**config.mk**
```make
export PLATFORM = sky130hd
export DESIGN_NAME = bcd_to_decimal_stream_decoder
export DESIGN_NICKNAME = d
export VERILOG_FILES = /design/src/rtl/bcd_to_decimal_stream_decoder.sv
export SDC_FILE = /design/constraint.sdc
export NUM_CORES = 1
export LEC_CHECK = 0
export BUFFER_PORTS_ARGS = -buffer_cell sky130_fd_sc_hd__buf_4
export CAP_MARGIN = 25
export CORE_MARGIN = 3
export CORE_UTILIZATION = 49
export DETAILED_ROUTE_END_ITERATION = 8
export PLACE_DENSITY = 0.86
export SLEW_MARGIN = 20
export SYNTH_ARGS = -nofsm -noshare
export SYNTH_HDL_FRONTEND = slang
export SYNTH_SLANG_ARGS = --single-unit
```
**constraint.sdc**
```tcl
create_clock -name clk -period 2.05 [get_ports clk]
set_input_delay 0.1025 -clock clk [delete_from_list [all_inputs] [get_ports clk]]
set_output_delay 0.1025 -clock clk [all_outputs]
set_load 0.02 [all_outputs]
```
**src/rtl/bcd_to_decimal_stream_decoder.sv**
```systemverilog
// Serialises a packed BCD word into one-hot decimal digits, LSD first, over valid/ready.
// Optional leading-zero suppression is enabled by defining BCD_DEC_LZ_SUPPRESS_EN.
module bcd_to_decimal_stream_decoder #(
  parameter int DIGITS = 4,
  parameter int IDX_W  = 2
) (
  input  logic                  clk,
  input  logic                  rst,
  input  logic                  in_valid,
  output logic                  in_ready,
  input  logic [4*DIGITS-1:0]   in_bcd,
  output logic                  out_valid,
  input  logic                  out_ready,
  output logic [9:0]            out_y,
  output logic [IDX_W-1:0]      out_idx,
  output logic                  out_last,
  output logic                  out_err,
  output logic                  err_sticky
);

  typedef enum logic {IDLE, SEND} state_e;

  state_e                state_q, state_d;
  logic [4*DIGITS-1:0]   sr_q, sr_d;
  logic [IDX_W-1:0]      idx_q, idx_d;
  logic [IDX_W-1:0]      cnt_q, cnt_d;
  logic                  err_q, err_d;

  logic [3:0]            nib;
  logic [IDX_W-1:0]      cnt_new;
  logic                  err_new;
  logic                  accept;

  always_comb begin : word_scan
    err_new = 1'b0;
`ifdef BCD_DEC_LZ_SUPPRESS_EN
    cnt_new = '0;
    for (int k = 0; k < DIGITS; k++) begin
      if (in_bcd[4*k +: 4] != 4'd0) cnt_new = IDX_W'(k);
    end
`else
    cnt_new = IDX_W'(DIGITS - 1);
`endif
    // Suppressed nibbles are zero, so scanning the whole word matches scanning only emitted ones.
    for (int k = 0; k < DIGITS; k++) begin
      if (in_bcd[4*k +: 4] > 4'd9) err_new = 1'b1;
    end
  end

  assign nib        = sr_q[3:0];
  assign out_valid  = (state_q == SEND);
  assign out_last   = out_valid && (idx_q == cnt_q);
  assign out_err    = out_valid && (nib > 4'd9);
  assign out_y      = (out_valid && (nib <= 4'd9)) ? (10'd1 << nib) : 10'd0;
  assign out_idx    = out_valid ? idx_q : '0;
  assign err_sticky = err_q;
  assign in_ready   = (state_q == IDLE) || (out_last && out_ready);
  assign accept     = in_valid && in_ready;

  always_comb begin : next_state
    state_d = state_q;
    sr_d    = sr_q;
    idx_d   = idx_q;
    cnt_d   = cnt_q;
    err_d   = err_q;
    if (accept) begin
      state_d = SEND;
      sr_d    = in_bcd;
      idx_d   = '0;
      cnt_d   = cnt_new;
      err_d   = err_new;
    end else if (out_valid && out_ready) begin
      if (out_last) begin
        state_d = IDLE;
      end else begin
        sr_d  = sr_q >> 4;
        idx_d = idx_q + IDX_W'(1);
      end
    end
  end

  always_ff @(posedge clk or posedge rst) begin
    if (rst) begin
      state_q <= IDLE;
      sr_q    <= '0;
      idx_q   <= '0;
      cnt_q   <= '0;
      err_q   <= 1'b0;
    end else begin
      state_q <= state_d;
      sr_q    <= sr_d;
      idx_q   <= idx_d;
      cnt_q   <= cnt_d;
      err_q   <= err_d;
    end
  end

endmodule

```
==> results of run 1 <==
## metal layers
layer / GRT usage (%) / share of wire [%]
met5: 0 / 0
met4: 7.05 / 1.6
met3: 2.72 / 7.9
met2: 31.7 / 47
met1: 27.4 / 43
## through the flow
| stage | hold WS, ns | worst slack (ns) | util, % | instance area, um2 |
|---|---|---|---|---|
| after floorplan | 0.0790 | 0.319 | - | 1160 |
| after global placement | 0.290 | 0.324 | 68.9 | 1450 |
| after detailed placement | 0.303 | 0.248 | 68.9 | 1450 |
| after CTS | 0.0168 | 0.224 | 70.6 | 1480 |
| after global routing | 0.0314 | 0.124 | 70.6 | 1480 |
| final | 0.0188 | 0.209 | 70.6 | 1480 |
## registers in the layout, indices dropped and copies added (netlist names)
register	cells
err_sticky	1
idx_q	2
cnt_q	1
out_valid	1
sr_q	16
## cells by family (layout without fill, tap and decap cells)
| family | count (synthesis) | count (layout) | synth area share, % |
|---|---|---|---|
| compound gates | 28 | 28 | 22.7 |
| simple gates | 32 | 32 | 14.5 |
| xor+xnor | 1 | 1 | 0.755 |
| buf+inv | 36 | 75 | 13.7 |
| mux | 3 | 3 | 3.13 |
| flops | 21 | 21 | 45.3 |
## worst max-delay path by stage
| stage | slack, ns | end | start | cells after the start |
|---|---|---|---|---|
| 2_1_floorplan | 0.32 | err_sticky | idx_q[1] | 4 |
| 3_3_place_gp | 0.32 | sr_q[7] | cnt_q[0] | 4 |
| 3_5_place_dp | 0.25 | sr_q[7] | cnt_q[0] | 4 |
| 4_1_cts | 0.22 | sr_q[7] | cnt_q[0] | 4 |
| 5_1_grt | 0.12 | sr_q[7] | cnt_q[0] | 4 |
| 6_report | 0.21 | sr_q[9] | cnt_q[0] | 4 |
## power breakdown
part / internal [W] / leakage (nW) / switching (W)
Sequential: 0.000594 / 0.238 / 0.000122
Clock: 0.0000759 / 0.0150 / 0.000121
Combinational: 0.000465 / 0.502 / 0.000567
Total: 0.00114 / 0.756 / 0.000809
## cell type report
type	count	share of cell area [%]
sequential	21	35.4
multi-input combinational	64	32.0
timing repair buffer	41	20.9
inverter	30	7.59
tap	27	2.28
clock buffer	4	1.77
## what timing repair did
action                    in CTS  in global routing
hold buffers                   1                  0
hold endpoints to repair      21                  0
buffers inserted               0                  0
## synth_stat cells, drive strengths merged
| cell | number | area, um2 |
|---|---|---|
| inv | 30 | 113 |
| dfrtp | 21 | 526 |
| a222oi | 12 | 120 |
| nand2 | 8 | 30.0 |
| nor2 | 6 | 22.5 |
| o21ai | 6 | 30.0 |
| a22o | 4 | 38.8 |
| buf | 4 | 38.8 |
| nand3 | 4 | 20.0 |
| and2 | 3 | 20.0 |
| nor3 | 3 | 15.0 |
| a32o | 2 | 20.0 |
| clkbuf | 2 | 7.51 |
| mux2 | 2 | 26.3 |
| nand4 | 2 | 12.5 |
| or2 | 2 | 12.5 |
| a21oi | 1 | 5.00 |
| a31oi | 1 | 21.3 |
| mux2i | 1 | 10.0 |
| nand2b | 1 | 6.26 |
| nand4b | 1 | 8.76 |
| nor4 | 1 | 6.26 |
| o2111a | 1 | 11.3 |
| o311ai | 1 | 16.3 |
| or4b | 1 | 13.8 |
| xnor2 | 1 | 8.76 |
## worst max-delay path: stages, from the launching register on
cell,delay [ns]
dfrtp_1,0.48
or4b_4,0.57
a31oi_4,0.27
buf_4,0.24
a222oi_1,0.13
==> out/results.tsv, run 1 <==
metric	value	unit
clk_pin_slew	0.11	ns
cp-end-kind	flip-flop	
cts_sinks	21	
rr_startpoint	cnt_q[0]	
final_common_cell	buf_4	
ff2ff_setup_slack	0.21	ns
ys_seq_elements	21	
row_count	16	
antenna_found_initial	0	
finalCritPeriodShare	89.8	%
via_per_inst	5.59	
start_kind	flip-flop	
drt_iter0_markers	68	
required	2.22	ns
path_max_fanout	14	
drc	0	
ys_warn_count	0	
initial_core_util	55.2	%
wl_per_cell	14.4	um
max-slew-margin-rel	48.5	%
drive_gt1_share	33.8	%
htree_levels	1	
port-buffer-count	36	
antenna_cells	0	
final_cell_mix	buf_4, inv_1, dfrtp_1	
nFillCells	164	
cts_buffer_depth	2	
worstPathArrival	2.01	ns
maxCapViolCount	0	
fin_skew	0.00254	ns
via_count	1046	
synth_cells	121	
crit_type	flip-flop to flip-flop	
status	completed	
ios	37	
grt_setup_unrepaired	no	
layout.cells.non_filler	187	
grt_pass1_vias	920	
hpwl	2060	um
insertion_delay	0.30	ns
grt_pass1_wl	4160	um
die-area	2990	um2
synth_cell_types	32	
core	2100	um2
max_freq	543	MHz
grt.overflow.total	0	
grt_max_degree	22	
syn2layout_area_growth	27.9	%
hp-start	in_bcd[12]	
die_h	54.7	um
r2r-end	sr_q[9]	
finalCriticalPeriod	1.84	ns
min_path_cells	2	
peakVddDrop	0.000808	V
clockRootBuffer	clkbuf_4	
hold_end	sr_q[12]	
synth_fp_nets	141	
final-setup-viol-count	0	
cts_resized	0	
track_usage	19.9	%
tightest_slew	0.771	ns
ys_seq_area_share	45.3	%
multiInputGateArea	475	um2
r2r_cells	4	
final_hold_viol_count	0	
maxSlewViolCount	0	
ant_nets	0	
seqCellArea	526	um2
fp.dieW	54.7	um
power.density	1310	nW/um2
synth_area	1160	um2
p_leak	0.756	nW
gp_congestion	0.801	
cts_tree	built	
cts_inserted_buffers	3	
drt-total-wl	2690	um
p_total	0.00194	W
hold_class	input port to flip-flop	
firstDrtPassIters	5	
avgSynthCellArea	9.59	um2
dp_cells	182	
final_nets	181	
fin_tns_setup	0	ns
Power figures use the tool's default switching activity.
==> run 2, diff against run 1 <==
--- a/config.mk
+++ b/config.mk
@@ -8,3 +8,3 @@
 export BUFFER_PORTS_ARGS = -buffer_cell sky130_fd_sc_hd__buf_4
-export CAP_MARGIN = 25
+export CAP_MARGIN = 20
 export CORE_MARGIN = 3
==> constraint.sdc (replaced) <==
create_clock -name clk -period 2.05 [get_ports clk]
set_input_delay 0.41 -clock clk [delete_from_list [all_inputs] [get_ports clk]]
set_output_delay 0.41 -clock clk [all_outputs]
set_load 0.02 [all_outputs]
==> out/results.tsv, run 2 (synthesized netlist as in run 1, its figures left out) <==
metric	value	unit	change
whs	0.118	ns	was 0.0188 ns
multiInputGateArea	475	um2	unchanged
cts_sinks	21		unchanged
required	1.64	ns	was 2.22 ns
hold_buffers	0		was 1
ant_nets	0		unchanged
core	2100	um2	unchanged
row_count	16		unchanged
via_per_inst	5.61		was 5.59
wl_per_cell	15.1	um	was 14.4 um
drive_gt1_share	38.2	%	was 33.8%
seqCellArea	528	um2	was 526 um2
max_flop_register	sr_q		unchanged
hpwl	2160	um	was 2060 um
finalCriticalPeriod	2.00	ns	was 1.84 ns
final_nets	186		was 181
htree_levels	1		unchanged
grt_max_degree	22		unchanged
peakVddDrop	0.000917	V	was 0.000808 V
reg.largest.list	sr_q x16, idx_q x2		unchanged
cts_tree	built		unchanged
ios	37		unchanged
hold_class	input port to asynchronous set/reset pin		was input port to flip-flop
initial_core_util	55.2	%	unchanged
crit_type	flip-flop to output pin		was flip-flop to flip-flop
status	completed		unchanged
clk_pin_slew	0.12	ns	was 0.11 ns
track_usage	20.2	%	was 19.9%
max_freq	500	MHz	was 543 MHz
port-buffer-count	36		unchanged
p_total	0.00204	W	was 0.00194 W
grt.overflow.total	0		unchanged
final_util	73.0	%	was 70.6%
maxCapViolCount	0		unchanged
drc	0		unchanged
start_kind	flip-flop		unchanged
tightest_slew	0.447	ns	was 0.771 ns
grt_pass1_wl	4400	um	was 4160 um
final_cell_mix	buf_4, inv_1, dfrtp_1		unchanged
fin_skew	0.00218	ns	was 0.00254 ns
crit_start	cnt_q[0]		unchanged
antenna_cells	0		unchanged
worstPathArrival	1.59	ns	was 2.01 ns
fin_area	1540	um2	was 1480 um2
nFillCells	172		was 164
drt-total-wl	2890	um	was 2690 um
gp_congestion	0.752		was 0.801
final_common_cell	buf_4		unchanged
rr_startpoint	cnt_q[0]		unchanged
cts_buffer_depth	2		unchanged
p_leak	0.784	nW	was 0.756 nW
insertion_delay	0.30	ns	about the same
largest_register_ffs	16		unchanged
clockRootBuffer	clkbuf_4		unchanged
syn2layout_area_growth	32.4	%	was 27.9%
max-slew-margin-rel	70.2	%	was 48.5%
power.density	1330	nW/um2	was 1310 nW/um2
finalCritPeriodShare	97.6	%	was 89.8%
drt_iter0_markers	92		was 68
postPlaceCellArea	1470	um2	was 1450 um2
via_count	1077		was 1046
cp-end-kind	output pin		was flip-flop
final-setup-viol-count	0		unchanged
maxSlewViolCount	0		unchanged
die-area	2990	um2	unchanged
final_hold_viol_count	0		unchanged
grt_pass1_vias	1004		was 920
path_max_fanout	5		was 14
fp.dieW	54.7	um	unchanged
cts_inserted_buffers	3		unchanged
firstDrtPassIters	6		was 5
antenna_found_initial	0		unchanged
die_h	54.7	um	unchanged
run 2: changes by cell type in the layout (fill, tap and decap cells not counted), sizes merged:
cell and change:
dlygate4sd3 -1, clkinv +1, clkbuf -1, buf +6
run 2: layer usage:
layer	GRT usage, %	vias to the layer above	wire [um]
li1	-	514	-
met1	25.4	499	1190
met2	36.6	62	1450
met3	2.72	2	240
met4	3.73	0	14
met5	0	-	0
run 2: critical path, cell delays in order, from the launching register on:
cell and delay [ns]:
dfrtp_2 0.45, or4b_4 0.55, nand3_1 0.13, buf_4 0.15
run 2: final timing paths:
| check | endpoint | slack, ns | cells past startpoint |
|---|---|---|---|
| min in group clk | sr_q[12] | 0.32 | 2 |
| worst min register to register | sr_q[15] | 0.52 | 1 |
| worst max-delay path | in_ready | 0.05 | 3 |
| max in group asynchronous | cnt_q[0] | 1.71 | 3 |
| worst min-delay path | err_sticky | 0.12 | 3 |
| worst max register to register | err_sticky | 0.30 | 3 |
run 2: area by class of cell:
type	count	share of cell area, %
Clock buffer	3	1.47
Tap cell	27	2.20
Sequential cell	21	34.4
Clock inverter	1	0.326
Multi-Input combinational cell	64	31.0
Inverter	30	7.33
Timing Repair Buffer	46	23.3
run 2: stage by stage:
step                setup slack [ns]  std cells  TNS [ns]
floorplan                     0.0715        121         0
global placement               0.317        183         0
detailed placement             0.262        183         0
CTS                           0.0143        187         0
global route                -0.00738        192  -0.00738
finish                        0.0483        192         0
run 2: repair_timing:
item,in CTS,in global routing
endpoints found under the hold margin,0,0
gates resized for setup,0,2
setup buffers,0,5
endpoints found under the setup margin,0,1
run 2: where the power goes:
part	internal (W)	switching, W	total [W]	leakage, nW
Combinational	0.000522	0.000602	0.00112	0.529
Clock	0.0000727	0.000128	0.000201	0.0177
Sequential	0.000597	0.000121	0.000717	0.237
Total	0.00119	0.000851	0.00204	0.784
==> run 3, diff against run 2 <==
==> constraint.sdc (replaced) <==
create_clock -name clk -period 2.2 [get_ports clk]
set_input_delay 0.33 -clock clk [delete_from_list [all_inputs] [get_ports clk]]
set_output_delay 0.33 -clock clk [all_outputs]
set_load 0.02 [all_outputs]
==> out/results.tsv, run 3 (synthesized netlist as in run 1, its figures left out) <==
metric	value	unit	change
hold_class	input port to asynchronous set/reset pin		unchanged
via_count	1016		was 1077
finalCriticalPeriod	1.96	ns	
path_buf_inv	1		unchanged
final_hold_viol_count	0		unchanged
row_count	16		unchanged
postPlaceCellArea	1430	um2	was 1470 um2
track_usage	19.5	%	was 20.2%
clockRootBuffer	clkbuf_4		unchanged
via_per_inst	5.52		was 5.61
tightest_slew	0.745	ns	was 0.447 ns
firstDrtPassIters	8		was 6
maxSlewViolCount	0		unchanged
fin_skew	0.00630	ns	was 0.00218 ns
core	2100	um2	unchanged
hpwl	1930	um	was 2160 um
cts_tree	built		unchanged
final_common_cell	buf_4		unchanged
cts_buffer_depth	2		unchanged
initial_core_util	55.2	%	unchanged
htree_levels	1		unchanged
final_nets	178		was 186
post-cts-setup-buffers	0		unchanged
antenna_cells	0		unchanged
largest_register_ffs	16		unchanged
crit_type	flip-flop to output pin		unchanged
cts_sinks	21		unchanged
peakVddDrop	0.000939	V	was 0.000917 V
status	completed		unchanged
start_kind	flip-flop		unchanged
antenna_found_initial	0		unchanged
ant_nets	0		unchanged
reg.largest.list	sr_q x16, idx_q x2		unchanged
grt_pass1_vias	949		was 1004
cpLargestDelayFamily	simple AND/OR/NAND/NOR gates		unchanged
finalCritPeriodShare	89.0	%	
path_cells	or4b_4, nand3_1, buf_4		unchanged
layout.cells.non_filler	184		was 192
grt.overflow.total	0		unchanged
gp_congestion	0.775		was 0.752
max_freq	511	MHz	
die-area	2990	um2	unchanged
power.density	1230	nW/um2	was 1330 nW/um2
syn2layout_area_growth	26.8	%	was 32.4%
max-slew-margin-rel	50.3	%	was 70.2%
insertion_delay	0.31	ns	was 0.30 ns
required	1.87	ns	was 1.64 ns
drive_gt1_share	33.8	%	was 38.2%
grt_pass1_wl	4170	um	was 4400 um
drc	0		unchanged
grt_max_degree	22		unchanged
clk_pin_slew	0.12	ns	about the same
final-setup-viol-count	0		unchanged
p_leak	0.751	nW	was 0.784 nW
port-buffer-count	36		unchanged
final_cell_mix	buf_4, inv_1, dfrtp_1		unchanged
ios	37		unchanged
drt-total-wl	2590	um	was 2890 um
hold_buffers	0		unchanged
fp.dieW	54.7	um	unchanged
cts_resized	0		unchanged
wl_per_cell	14.1	um	was 15.1 um
grt_setup_unrepaired	no		
max_stage_delay	0.57	ns	was 0.55 ns
path_max_fanout	9		was 5
cp_slowest_cell	or4b_4		unchanged
cp-end-kind	output pin		unchanged
fin_area	1470	um2	was 1540 um2
worstPathArrival	1.63	ns	was 1.59 ns
p_total	0.00180	W	was 0.00204 W
maxCapViolCount	0		unchanged
whs	0.141	ns	was 0.118 ns
drt_iter0_markers	64		was 92
fin_tns_setup	0	ns	unchanged
cts_inserted_buffers	3		unchanged
nFillCells	171		was 172
max_flop_register	sr_q		unchanged
dp_cells	180		was 183
die_h	54.7	um	unchanged
==> run 3: cell count changes in the layout (fill, tap and decap cells not counted), sizes merged <==
cell  before  now
buf       46   38
==> run 3: per-stage QoR <==
| stage | util [%] | setup slack, ns |
|---|---|---|
| 2_1_floorplan | - | 0.301 |
| 3_3_place_gp | 68.2 | 0.160 |
| 3_5_place_dp | 68.2 | 0.0897 |
| 4_1_cts | 69.5 | 0.0527 |
| 5_1_grt | 69.9 | 0.154 |
| 6_report | 69.9 | 0.243 |
==> run 3: routing by layer <==
metal / part of all wire (%) / GRT usage, %
met1: 46 / 25.0
met2: 45 / 32.9
met3: 7.0 / 2.72
met4: 1.5 / 7.47
met5: 0 / 0
==> run 3: worst register-to-register path: stages (launching register included) <==
cell,delay [ns]
dfrtp_1,0.50
or2_2,0.36
o311ai_4,0.60
a222oi_1,0.25
==> run 3: layout make-up <==
| class | instances | area [um2] | area share, % |
|---|---|---|---|
| clock buffers | 3 | 22.5 | 1.53 |
| clock inverters | 1 | 5.00 | 0.340 |
| inverters | 30 | 113 | 7.66 |
| multi-input cells | 64 | 485 | 33.0 |
| flip-flops and latches | 21 | 526 | 35.7 |
| well taps | 27 | 33.8 | 2.30 |
| repair buffers | 38 | 285 | 19.4 |
==> run 3: worst paths after layout <==
check                      endpoint  cells after the start  slack, ns  startpoint
min                         sr_q[5]                      2       0.14         rst
max in group asynchronous   sr_q[2]                      2       1.59         rst
max reg2reg                 sr_q[1]                      3       0.36    idx_q[1]
min in group clk           sr_q[12]                      2       0.24  in_bcd[12]
max                        in_ready                      3       0.24    cnt_q[0]
min reg2reg                sr_q[15]                      1       0.52    sr_q[15]
==> run 3: where the power goes <==
part / switching, W / internal (W)
clock: 0.000117 / 0.0000679
sequential: 0.000126 / 0.000553
combinational: 0.000514 / 0.000423
